## src/rtl/channel_pkg.sv

```systemverilog
// Shared helpers for channel_fifo: pointer/count/level widths and DEPTH legality.
package channel_pkg;

  // Read/write pointer width; pointers wrap naturally because DEPTH is a power of two.
  function automatic int unsigned ptr_width(input int unsigned depth);
    return (depth > 1) ? $clog2(depth) : 1;
  endfunction

  // Storage occupancy counter width, holding 0..DEPTH.
  function automatic int unsigned count_width(input int unsigned depth);
    return $clog2(depth + 1);
  endfunction

  // Level output width, holding 0..DEPTH+1 (storage plus output register).
  function automatic int unsigned level_width(input int unsigned depth);
    return $clog2(depth + 2);
  endfunction

  // DEPTH must be a power of two and at least 2.
  function automatic bit depth_legal(input int unsigned depth);
    return (depth >= 2) && ((depth & (depth - 1)) == 0);
  endfunction

endpackage

```

## src/rtl/channel_fifo_mem.sv

```systemverilog
// DEPTH x WIDTH storage array: synchronous write, asynchronous read, no reset on contents.
module channel_fifo_mem
  import channel_pkg::*;
#(
  parameter int unsigned WIDTH = 8,
  parameter int unsigned DEPTH = 4
) (
  input  logic                         clk,
  input  logic                         wr_en,
  input  logic [ptr_width(DEPTH)-1:0]  wr_ptr,
  input  logic [WIDTH-1:0]             wr_dat,
  input  logic [ptr_width(DEPTH)-1:0]  rd_ptr,
  output logic [WIDTH-1:0]             rd_dat
);

  logic [WIDTH-1:0] mem_q [DEPTH];

  // Write the addressed entry on an accepted store.
  always_ff @(posedge clk) begin
    if (wr_en) begin
      mem_q[wr_ptr] <= wr_dat;
    end
  end

  assign rd_dat = mem_q[rd_ptr];

endmodule

```

## src/rtl/channel_fifo.sv

```systemverilog
// channel_fifo: registered-handshake FIFO, DEPTH words of storage plus an output register.
// Optional feature: define CHANNEL_FIFO_BYPASS_EN to let a word go straight into the
// output register when storage is empty (latency 1 instead of 2).
module channel_fifo
  import channel_pkg::*;
#(
  parameter int unsigned WIDTH = 8,
  parameter int unsigned DEPTH = 4
) (
  input  logic                          clk,
  input  logic                          rst_n,
  input  logic [WIDTH-1:0]              in_dat,
  input  logic                          in_set,
  output logic                          in_get,
  output logic [WIDTH-1:0]              out_dat,
  output logic                          out_set,
  input  logic                          out_get,
  output logic [level_width(DEPTH)-1:0] level
);

  localparam int unsigned PtrW = ptr_width(DEPTH);
  localparam int unsigned CntW = count_width(DEPTH);
  localparam int unsigned LvlW = level_width(DEPTH);

  if (!depth_legal(DEPTH)) begin : g_depth_check
    $error("channel_fifo: DEPTH must be a power of two >= 2");
  end

  logic [PtrW-1:0]  wr_ptr_q, rd_ptr_q;
  logic [CntW-1:0]  count_q, count_d;
  logic             in_get_q, in_get_d;
  logic             out_set_q, out_set_d;
  logic [WIDTH-1:0] out_dat_q, out_dat_d;
  logic [LvlW-1:0]  level_q, level_d;
  logic [WIDTH-1:0] mem_rd_dat;
  logic             out_ready, wr_fire, rd_fire, mem_we;
`ifdef CHANNEL_FIFO_BYPASS_EN
  logic             byp_fire;
`endif

  channel_fifo_mem #(
    .WIDTH (WIDTH),
    .DEPTH (DEPTH)
  ) u_mem (
    .clk    (clk),
    .wr_en  (mem_we),
    .wr_ptr (wr_ptr_q),
    .wr_dat (in_dat),
    .rd_ptr (rd_ptr_q),
    .rd_dat (mem_rd_dat)
  );

  // Transfer decode and next-state for count, handshakes, output register and level.
  always_comb begin
    out_ready = !out_set_q || out_get;
    wr_fire   = in_set && in_get_q;
    rd_fire   = out_ready && (count_q != '0);
`ifdef CHANNEL_FIFO_BYPASS_EN
    byp_fire  = wr_fire && (count_q == '0) && out_ready;
    mem_we    = wr_fire && !byp_fire;
`else
    mem_we    = wr_fire;
`endif

    count_d = count_q;
    unique case ({mem_we, rd_fire})
      2'b10:   count_d = count_q + CntW'(1);
      2'b01:   count_d = count_q - CntW'(1);
      default: count_d = count_q;
    endcase

    out_set_d = out_set_q;
    out_dat_d = out_dat_q;
    if (rd_fire) begin
      out_set_d = 1'b1;
      out_dat_d = mem_rd_dat;
`ifdef CHANNEL_FIFO_BYPASS_EN
    end else if (byp_fire) begin
      out_set_d = 1'b1;
      out_dat_d = in_dat;
`endif
    end else if (out_ready) begin
      // Drain: out_dat keeps its last value.
      out_set_d = 1'b0;
    end

    in_get_d = (count_d != CntW'(DEPTH));
    level_d  = LvlW'(count_d) + LvlW'(out_set_d);
  end

  // State update with synchronous active-low reset.
  always_ff @(posedge clk) begin
    if (!rst_n) begin
      wr_ptr_q  <= '0;
      rd_ptr_q  <= '0;
      count_q   <= '0;
      in_get_q  <= 1'b0;
      out_set_q <= 1'b0;
      out_dat_q <= '0;
      level_q   <= '0;
    end else begin
      if (mem_we) wr_ptr_q <= wr_ptr_q + PtrW'(1);
      if (rd_fire) rd_ptr_q <= rd_ptr_q + PtrW'(1);
      count_q   <= count_d;
      in_get_q  <= in_get_d;
      out_set_q <= out_set_d;
      out_dat_q <= out_dat_d;
      level_q   <= level_d;
    end
  end

  assign in_get  = in_get_q;
  assign out_set = out_set_q;
  assign out_dat = out_dat_q;
  assign level   = level_q;

endmodule

```

## config.mk

```make
export PLATFORM = sky130hd
export DESIGN_NAME = channel_fifo
export DESIGN_NICKNAME = d
export VERILOG_FILES = /design/src/rtl/channel_pkg.sv /design/src/rtl/channel_fifo_mem.sv /design/src/rtl/channel_fifo.sv
export SDC_FILE = /design/constraint.sdc
export NUM_CORES = 1
export LEC_CHECK = 0
export BUFFER_PORTS_ARGS = -buffer_cell sky130_fd_sc_hd__buf_2
export CORE_MARGIN = 10
export CORE_UTILIZATION = 51
export CTS_CLUSTER_SIZE = 10
export DETAILED_ROUTE_END_ITERATION = 12
export PLACE_DENSITY = 0.74
export SLEW_MARGIN = 10
export SYNTH_ARGS = -nofsm -noshare
export SYNTH_HDL_FRONTEND = slang
export SYNTH_HIERARCHICAL = 1
export SYNTH_SLANG_ARGS = --single-unit
export TNS_END_PERCENT = 100
```

## constraint.sdc

```tcl
create_clock -name clk -period 2.8 [get_ports clk]
set_input_delay 0.14 -clock clk [delete_from_list [all_inputs] [get_ports clk]]
set_output_delay 0.14 -clock clk [all_outputs]
set_load 0.005 [all_outputs]
```

Word-level counts from Yosys, hierarchy flattened:

Memories as Yosys holds them, arrays and structs flattened. A register that Yosys moved wholly into a read port is not among the register bits.
Cells that the tools add are included.

* register bits after elaboration: 12
* memory bits (writable): 32
* input bits: 12
* output and inout bits: 13
* logic and storage cells: 26
* memories kept: 1

Memories
* u_mem.mem_q: words 4, bits a word 8, rd ports 1, clocked after memory_dff 1, write ports 1, line channel_fifo_mem.sv:16 `logic [WIDTH-1:0] mem_q [DEPTH];`

* add/sub/neg operators: 5
* equality and inequality tests: 3
* multiplexer cells: 5
* reductions and logical operators: 6

Operators with widths (count)
* $pmux W3 S2: 1
* $add A2 B1 Y2 const B: 2
* $mux W1: 4
* $add A3 B1 Y3: 1
* $add A3 B1 Y3 const B: 1
* $ne A3 B3 Y1 const B: 1
* $reduce_bool A3 Y1: 1
* $sub A3 B1 Y3 const B: 1
* $eq A2 B1 Y1 const B: 1
* $eq A2 B2 Y1 const B: 1
* $logic_and A1 B1 Y1: 2
* $logic_not A1 Y1: 2
* $logic_or A1 B1 Y1: 1

Longest topological paths before layout:

* depth in word-level cells: 6
* mapped depth: 12
* mapped depth without buffers: 10

Modules after synthesis:

Netlist, hierarchy kept.

By module, submodules not included
* channel_fifo_mem: instances 1, cells each 46, area each 1188.6 um2, sequential area each 960.9 um2
* channel_fifo: instances 1, cells each 102, area each 900.9 um2, sequential area each 400.4 um2

Least setup slack after synthesis:

OpenSTA, ideal clock, no wires.

* path kind: register to register
* start point: register count_q[2]
* end point: register level_q[2] (netlist: level[2])
* library setup time: 0.058 ns
* arrival: 2.590 ns
* required time: 2.742 ns
* slack: 0.152 ns
* stages on the path, launching flop included: 13
* path buffers: 2
* clock period less this slack: 2.648 ns
* cells stage by stage: dfxtp_1 > clkbuf_2 > nor3_2 > buf_2 > nor2_1 > ha_1 > inv_1 > fa_1 > o21ai_0 > ha_1 > nand2_1 > a2111o_1 > nand2_1

* cells in the longest elaborated chain, start to end: 5
* elaborated cells between the ends (all ways): 9
* those cells by class: add/sub (3); eq/ne (2); mux (2); reduce/logical (2)

Ends and longest elaborated chain
* from (decl): line channel_fifo.sv:30 `logic [CntW-1:0] count_q, count_d;`
* from (signal assigned): line channel_fifo.sv:104 `count_q <= count_d;`
* $reduce_bool A3 Y1 *: line channel_fifo.sv:57 `rd_fire = out_ready && (count_q != '0);`
* $logic_and A1 B1 Y1 *: line channel_fifo.sv:57
* via rd_fire: line channel_fifo.sv:36 `logic out_ready, wr_fire, rd_fire, mem_we;`
* $eq A2 B1 Y1 or $eq A2 B2 Y1 (tied branches): line channel_fifo.sv:66 `unique case ({mem_we, rd_fire})`
* $pmux W3 S2 *: line channel_fifo.sv:66
* via count_d[1]: line channel_fifo.sv:30
* $add A3 B1 Y3 *: line channel_fifo.sv:88 `level_d = LvlW'(count_d) + LvlW'(out_set_d);`
* to (signal assigned): line channel_fifo.sv:108 `level_q <= level_d;`
* to (decl): line channel_fifo.sv:34 `logic [LvlW-1:0] level_q, level_d;`

Mark *: on every way through the listed nets, which the timed path passes. The rest lies on a longest branch.
A chain may end at the register's enable or synchronous reset.

Final worst setup path:

Ends and elaborated chain as after synthesis.

==> qor.txt <==
PLACED DESIGN
---------------------------------------------------------------------------------------
Total placed instance area ...............................................     2250 µm²
Number of buffers added on ports .........................................           24
Final weighted congestion of routability-driven global placement .........        0.851
Pre-CTS worst setup slack ................................................     0.164 ns
HPWL Detailed ............................................................      2680 µm

WORST SETUP PATH
---------------------------------------------------------------------------------------
Crit path capture type ...................................................    flip-flop
Worst Reg-to-Reg Cells ...................................................           10
Capture point of the worst reg-to-reg path ...............................     level[2]
Register-to-register setup slack .........................................      0.24 ns
Critical path arrival ....................................................      2.81 ns
Beginning of the worst register-to-register path .........................   count_q[2]
Element type at the critical path start ..................................    flip-flop
CP Max Fanout ............................................................           11
Critical path class ...................................................... flip-flop to flip-flop
Critical Path RT .........................................................      3.05 ns

CELLS AND AREA
---------------------------------------------------------------------------------------
Proportion of layout cells with a drive suffix above 1 ...................        27.0%
Number of fill cells in the layout .......................................          317
Final design utilization .................................................        58.9%
Area growth syn-to-layout ................................................        11.9%
Post-Layout Inst Area ....................................................     2340 µm²
Net count of the finished layout .........................................          189
Diodes inserted ..........................................................            0

CTS
---------------------------------------------------------------------------------------
CTS hold repair buffers ..................................................            0
Number of buffers created by CTS .........................................            5
Post-CTS setup buffers ...................................................            0
Clock slew at the register clock pins of the worst setup and hold paths ..      0.10 ns
Clock tree from TritonCTS ................................................        built
Clock root cell .......................................................... sky130_fd_sc_hd__clkbuf_8
Total number of clock tree sinks .........................................           52
Count of cells resized by post-cts repair ................................            0
Number of H-tree levels ..................................................            2
Worst-Skew Late Latency ..................................................      0.30 ns
Clock Path Buffers .......................................................            2

POWER AND IR DROP
---------------------------------------------------------------------------------------
Switching portion of total power .........................................        33.8%
Overall power consumption ................................................    0.00231 W
Clock network power share ................................................        18.1%
Sequential fraction of design power ......................................        45.8%
Relative contribution of combinational cells to total power ..............        36.1%
Worst VDD drop ...........................................................       455 µV
Leakage Power ............................................................     0.872 nW
Cell-internal power ......................................................    0.00153 W
Net switching power ......................................................   0.000781 W
Cell area power density ..................................................   990 nW/µm²

GLOBAL ROUTE
---------------------------------------------------------------------------------------
Number of antenna violations at the first check in global routing ........            0
Combined global-route utilization of all metal layers ....................        10.9%
Congestion Overflow GR ...................................................            0
Maximum number of pins on one net before global-route repair .............           17
Wire length of the first global-routing pass .............................      6160 µm
Via count of the first global-routing pass ...............................         1250

ROUTING
---------------------------------------------------------------------------------------
Count of nets left with antenna violations after detail routing ..........            0
WL/cell ..................................................................      16.6 µm
Routed wire length .......................................................      3730 µm
Detailed Routing Iterations Pass 1 .......................................            4
Number of violations reported at the end of detailed-routing iteration 0 .           41
Via-per-instance ratio ...................................................         5.29
Vias .....................................................................         1185
Detailed-route DRC error count ...........................................            0

FLOORPLANNING
---------------------------------------------------------------------------------------
Area of the placeable core ...............................................     3970 µm²
I/O pin total ............................................................           25
Number of rows created at floorplan ......................................           23
Initial core utilization .................................................        52.6%
Die area .................................................................     7060 µm²
Die extent in y ..........................................................      84.0 µm
Width of the die .........................................................      84.0 µm

TIMING
---------------------------------------------------------------------------------------
Skew final ...............................................................    0.0169 ns
Actual transition at the worst max-transition pin ........................     0.622 ns
Final setup violation count ..............................................            0
Highest attainable clock frequency .......................................    0.391 GHz
Final worst path period need .............................................      2.56 ns
Setup tns final ..........................................................         0 ns
Slew Limit Fails .........................................................            0
Rel. slew slack ..........................................................        58.5%
Final hold viol count ....................................................            0
RSZ-0062 raised after global routing .....................................        false
Final clock period utilization by the worst path .........................        91.3%
Min setup slack post-route ...............................................     0.243 ns

HOLD PATH
---------------------------------------------------------------------------------------
Class of the worst hold path ............................................. primary input to flip-flop
Min-Delay Path Depth .....................................................            1
Worst Min Path Start .....................................................    in_dat[7]
End point of the most critical hold path ................................. u_mem/mem_q[1][7]

SYNTHESIS
---------------------------------------------------------------------------------------
Post-synth top flop ...................................................... sky130_fd_sc_hd__edfxtp_1
Synthesized area .........................................................     2090 µm²
Flip-flop and latch count after synthesis ................................           52
Number of synthesis warnings .............................................            6
Share of synthesized registers carrying an async set or reset ............           0%
Post-Syn Instances .......................................................          148
Syn nets .................................................................          164
Number of flops mapped to enable cells by yosys ..........................           32
Share of the yosys chip area belonging to registers ......................        65.1%
Count of different cell masters after synthesis ..........................           33
Mean Syn Cell Area .......................................................     14.1 µm²

FLOW RUN
---------------------------------------------------------------------------------------
Max_cap viols ............................................................            0

OUTCOME
---------------------------------------------------------------------------------------
Status ................................................................... finished, final reports clean

-- layout make-up --
class / instances / area (µm²) / area share [%]
sequential: 52 / 1360 / 58.3
timing repair buffer: 27 / 143 / 6.10
clock buffer: 6 / 72.6 / 3.10
inverter: 5 / 18.8 / 0.803
tap: 50 / 62.6 / 2.68
multi-input combinational: 82 / 662 / 28.3
clock inverter: 2 / 16.3 / 0.696
-- routing by layer --
| layer | wire length [µm] | part of all wire, % | global-route usage (%) | vias to the layer above |
|---|---|---|---|---|
| li1 | - | - | - | 591 |
| met1 | 1720 | 46 | 12.4 | 566 |
| met2 | 1780 | 48 | 17.1 | 24 |
| met3 | 185 | 5.0 | 4.49 | 4 |
| met4 | 38 | 1.0 | 5.18 | 0 |
| met5 | 0 | 0 | 0 | - |
-- Yosys cell counts (2+ instances only) --
cell | instances | area (µm²)
sky130_fd_sc_hd__a21oi_1 | 11 | 55.1
sky130_fd_sc_hd__and2_1 | 4 | 25.0
sky130_fd_sc_hd__and3b_1 | 2 | 17.5
sky130_fd_sc_hd__buf_2 | 3 | 15.0
sky130_fd_sc_hd__clkbuf_1 | 2 | 7.51
sky130_fd_sc_hd__clkbuf_2 | 2 | 10.0
sky130_fd_sc_hd__dfxtp_1 | 20 | 400
sky130_fd_sc_hd__edfxtp_1 | 32 | 961
sky130_fd_sc_hd__ha_1 | 3 | 37.5
sky130_fd_sc_hd__inv_1 | 5 | 18.8
sky130_fd_sc_hd__mux2i_1 | 2 | 20.0
sky130_fd_sc_hd__mux4_2 | 8 | 180
sky130_fd_sc_hd__nand2_1 | 6 | 22.5
sky130_fd_sc_hd__nand2b_1 | 3 | 18.8
sky130_fd_sc_hd__nand3_1 | 10 | 50.1
sky130_fd_sc_hd__nor2_1 | 3 | 11.3
sky130_fd_sc_hd__nor2b_1 | 4 | 25.0
sky130_fd_sc_hd__o21ai_0 | 11 | 55.1
sky130_fd_sc_hd__or3_1 | 2 | 12.5
sky130_fd_sc_hd__xor2_1 | 2 | 17.5
-- cells in the final DEF, fill, tap and decap left out, types with 2 or more instances in the layout --
cell,instances
sky130_fd_sc_hd__nand3_1,10
sky130_fd_sc_hd__and3b_1,2
sky130_fd_sc_hd__dfxtp_1,19
sky130_fd_sc_hd__a21oi_1,11
sky130_fd_sc_hd__nor2b_1,4
sky130_fd_sc_hd__or3_1,2
sky130_fd_sc_hd__nand2b_1,3
sky130_fd_sc_hd__nand2_1,6
sky130_fd_sc_hd__clkbuf_8,5
sky130_fd_sc_hd__xor2_1,2
sky130_fd_sc_hd__ha_1,3
sky130_fd_sc_hd__and2_1,4
sky130_fd_sc_hd__nor2_1,3
sky130_fd_sc_hd__buf_2,24
sky130_fd_sc_hd__edfxtp_1,32
sky130_fd_sc_hd__inv_1,5
sky130_fd_sc_hd__o21ai_0,11
sky130_fd_sc_hd__mux4_2,8
sky130_fd_sc_hd__buf_4,3
sky130_fd_sc_hd__mux2i_1,2
-- through the flow --
stage / std cells / hold slack (ns)
3_5_place_dp: 216 / 0.356
6_report: 224 / 0.0467
3_3_place_gp: 216 / 0.352
2_1_floorplan: 148 / 0.239
5_1_grt: 224 / 0.0414
4_1_cts: 224 / 0.0367
-- critical path, stage by stage, from the launching register on --
cell	delay [ns]
sky130_fd_sc_hd__dfxtp_2	0.44
sky130_fd_sc_hd__nor3_2	0.08
sky130_fd_sc_hd__nor2_1	0.11
sky130_fd_sc_hd__ha_1	0.22
sky130_fd_sc_hd__inv_1	0.07
sky130_fd_sc_hd__fa_1	0.47
sky130_fd_sc_hd__o21ai_0	0.14
sky130_fd_sc_hd__ha_1	0.27
sky130_fd_sc_hd__or2_2	0.28
sky130_fd_sc_hd__a2111o_1	0.36
sky130_fd_sc_hd__nand2_1	0.07
-- sequential cells by signal, summed over array words and instances, names as in the netlist --
name and flops:
in_get 1, u_mem/mem_q 32, level 3, count_q 3, out_dat 8, wr_ptr_q 2
rd_ptr_q 2, out_set 1
-- how the worst max path moves through the flow --
stage	start	to	slack [ns]	depth (start not counted)
after floorplan	count_q[2]	level[2]	0.15	12
after global placement	count_q[2]	level[2]	0.26	10
after detailed placement	count_q[2]	level[2]	0.16	10
after CTS	count_q[2]	level[2]	0.14	10
after global routing	count_q[2]	level[2]	0.09	10
final	count_q[2]	level[2]	0.24	10
-- power by group through the flow --
stage / Clock (W) / Sequential, W / Combinational [W]
after floorplan: 0 / 0.00103 / 0.000658
final: 0.000420 / 0.00106 / 0.000835
after global placement: 0 / 0.00106 / 0.000796
after CTS: 0.000428 / 0.00106 / 0.000849
after detailed placement: 0 / 0.00108 / 0.000844
after global routing: 0.000459 / 0.00108 / 0.000946
-- logic make-up after synthesis --
family | count (synthesis) | synth area share (%)
AND/OR/NAND/NOR | 39 | 10.5
multiplexers | 10 | 9.58
buffers and inverters | 14 | 3.17
XOR/XNOR | 4 | 2.04
AO/OA/AOI/OAI | 25 | 6.77
flip-flops | 52 | 65.1
adder cells (fa/ha/maj) | 4 | 2.75
(Power assumes the default switching activity.)
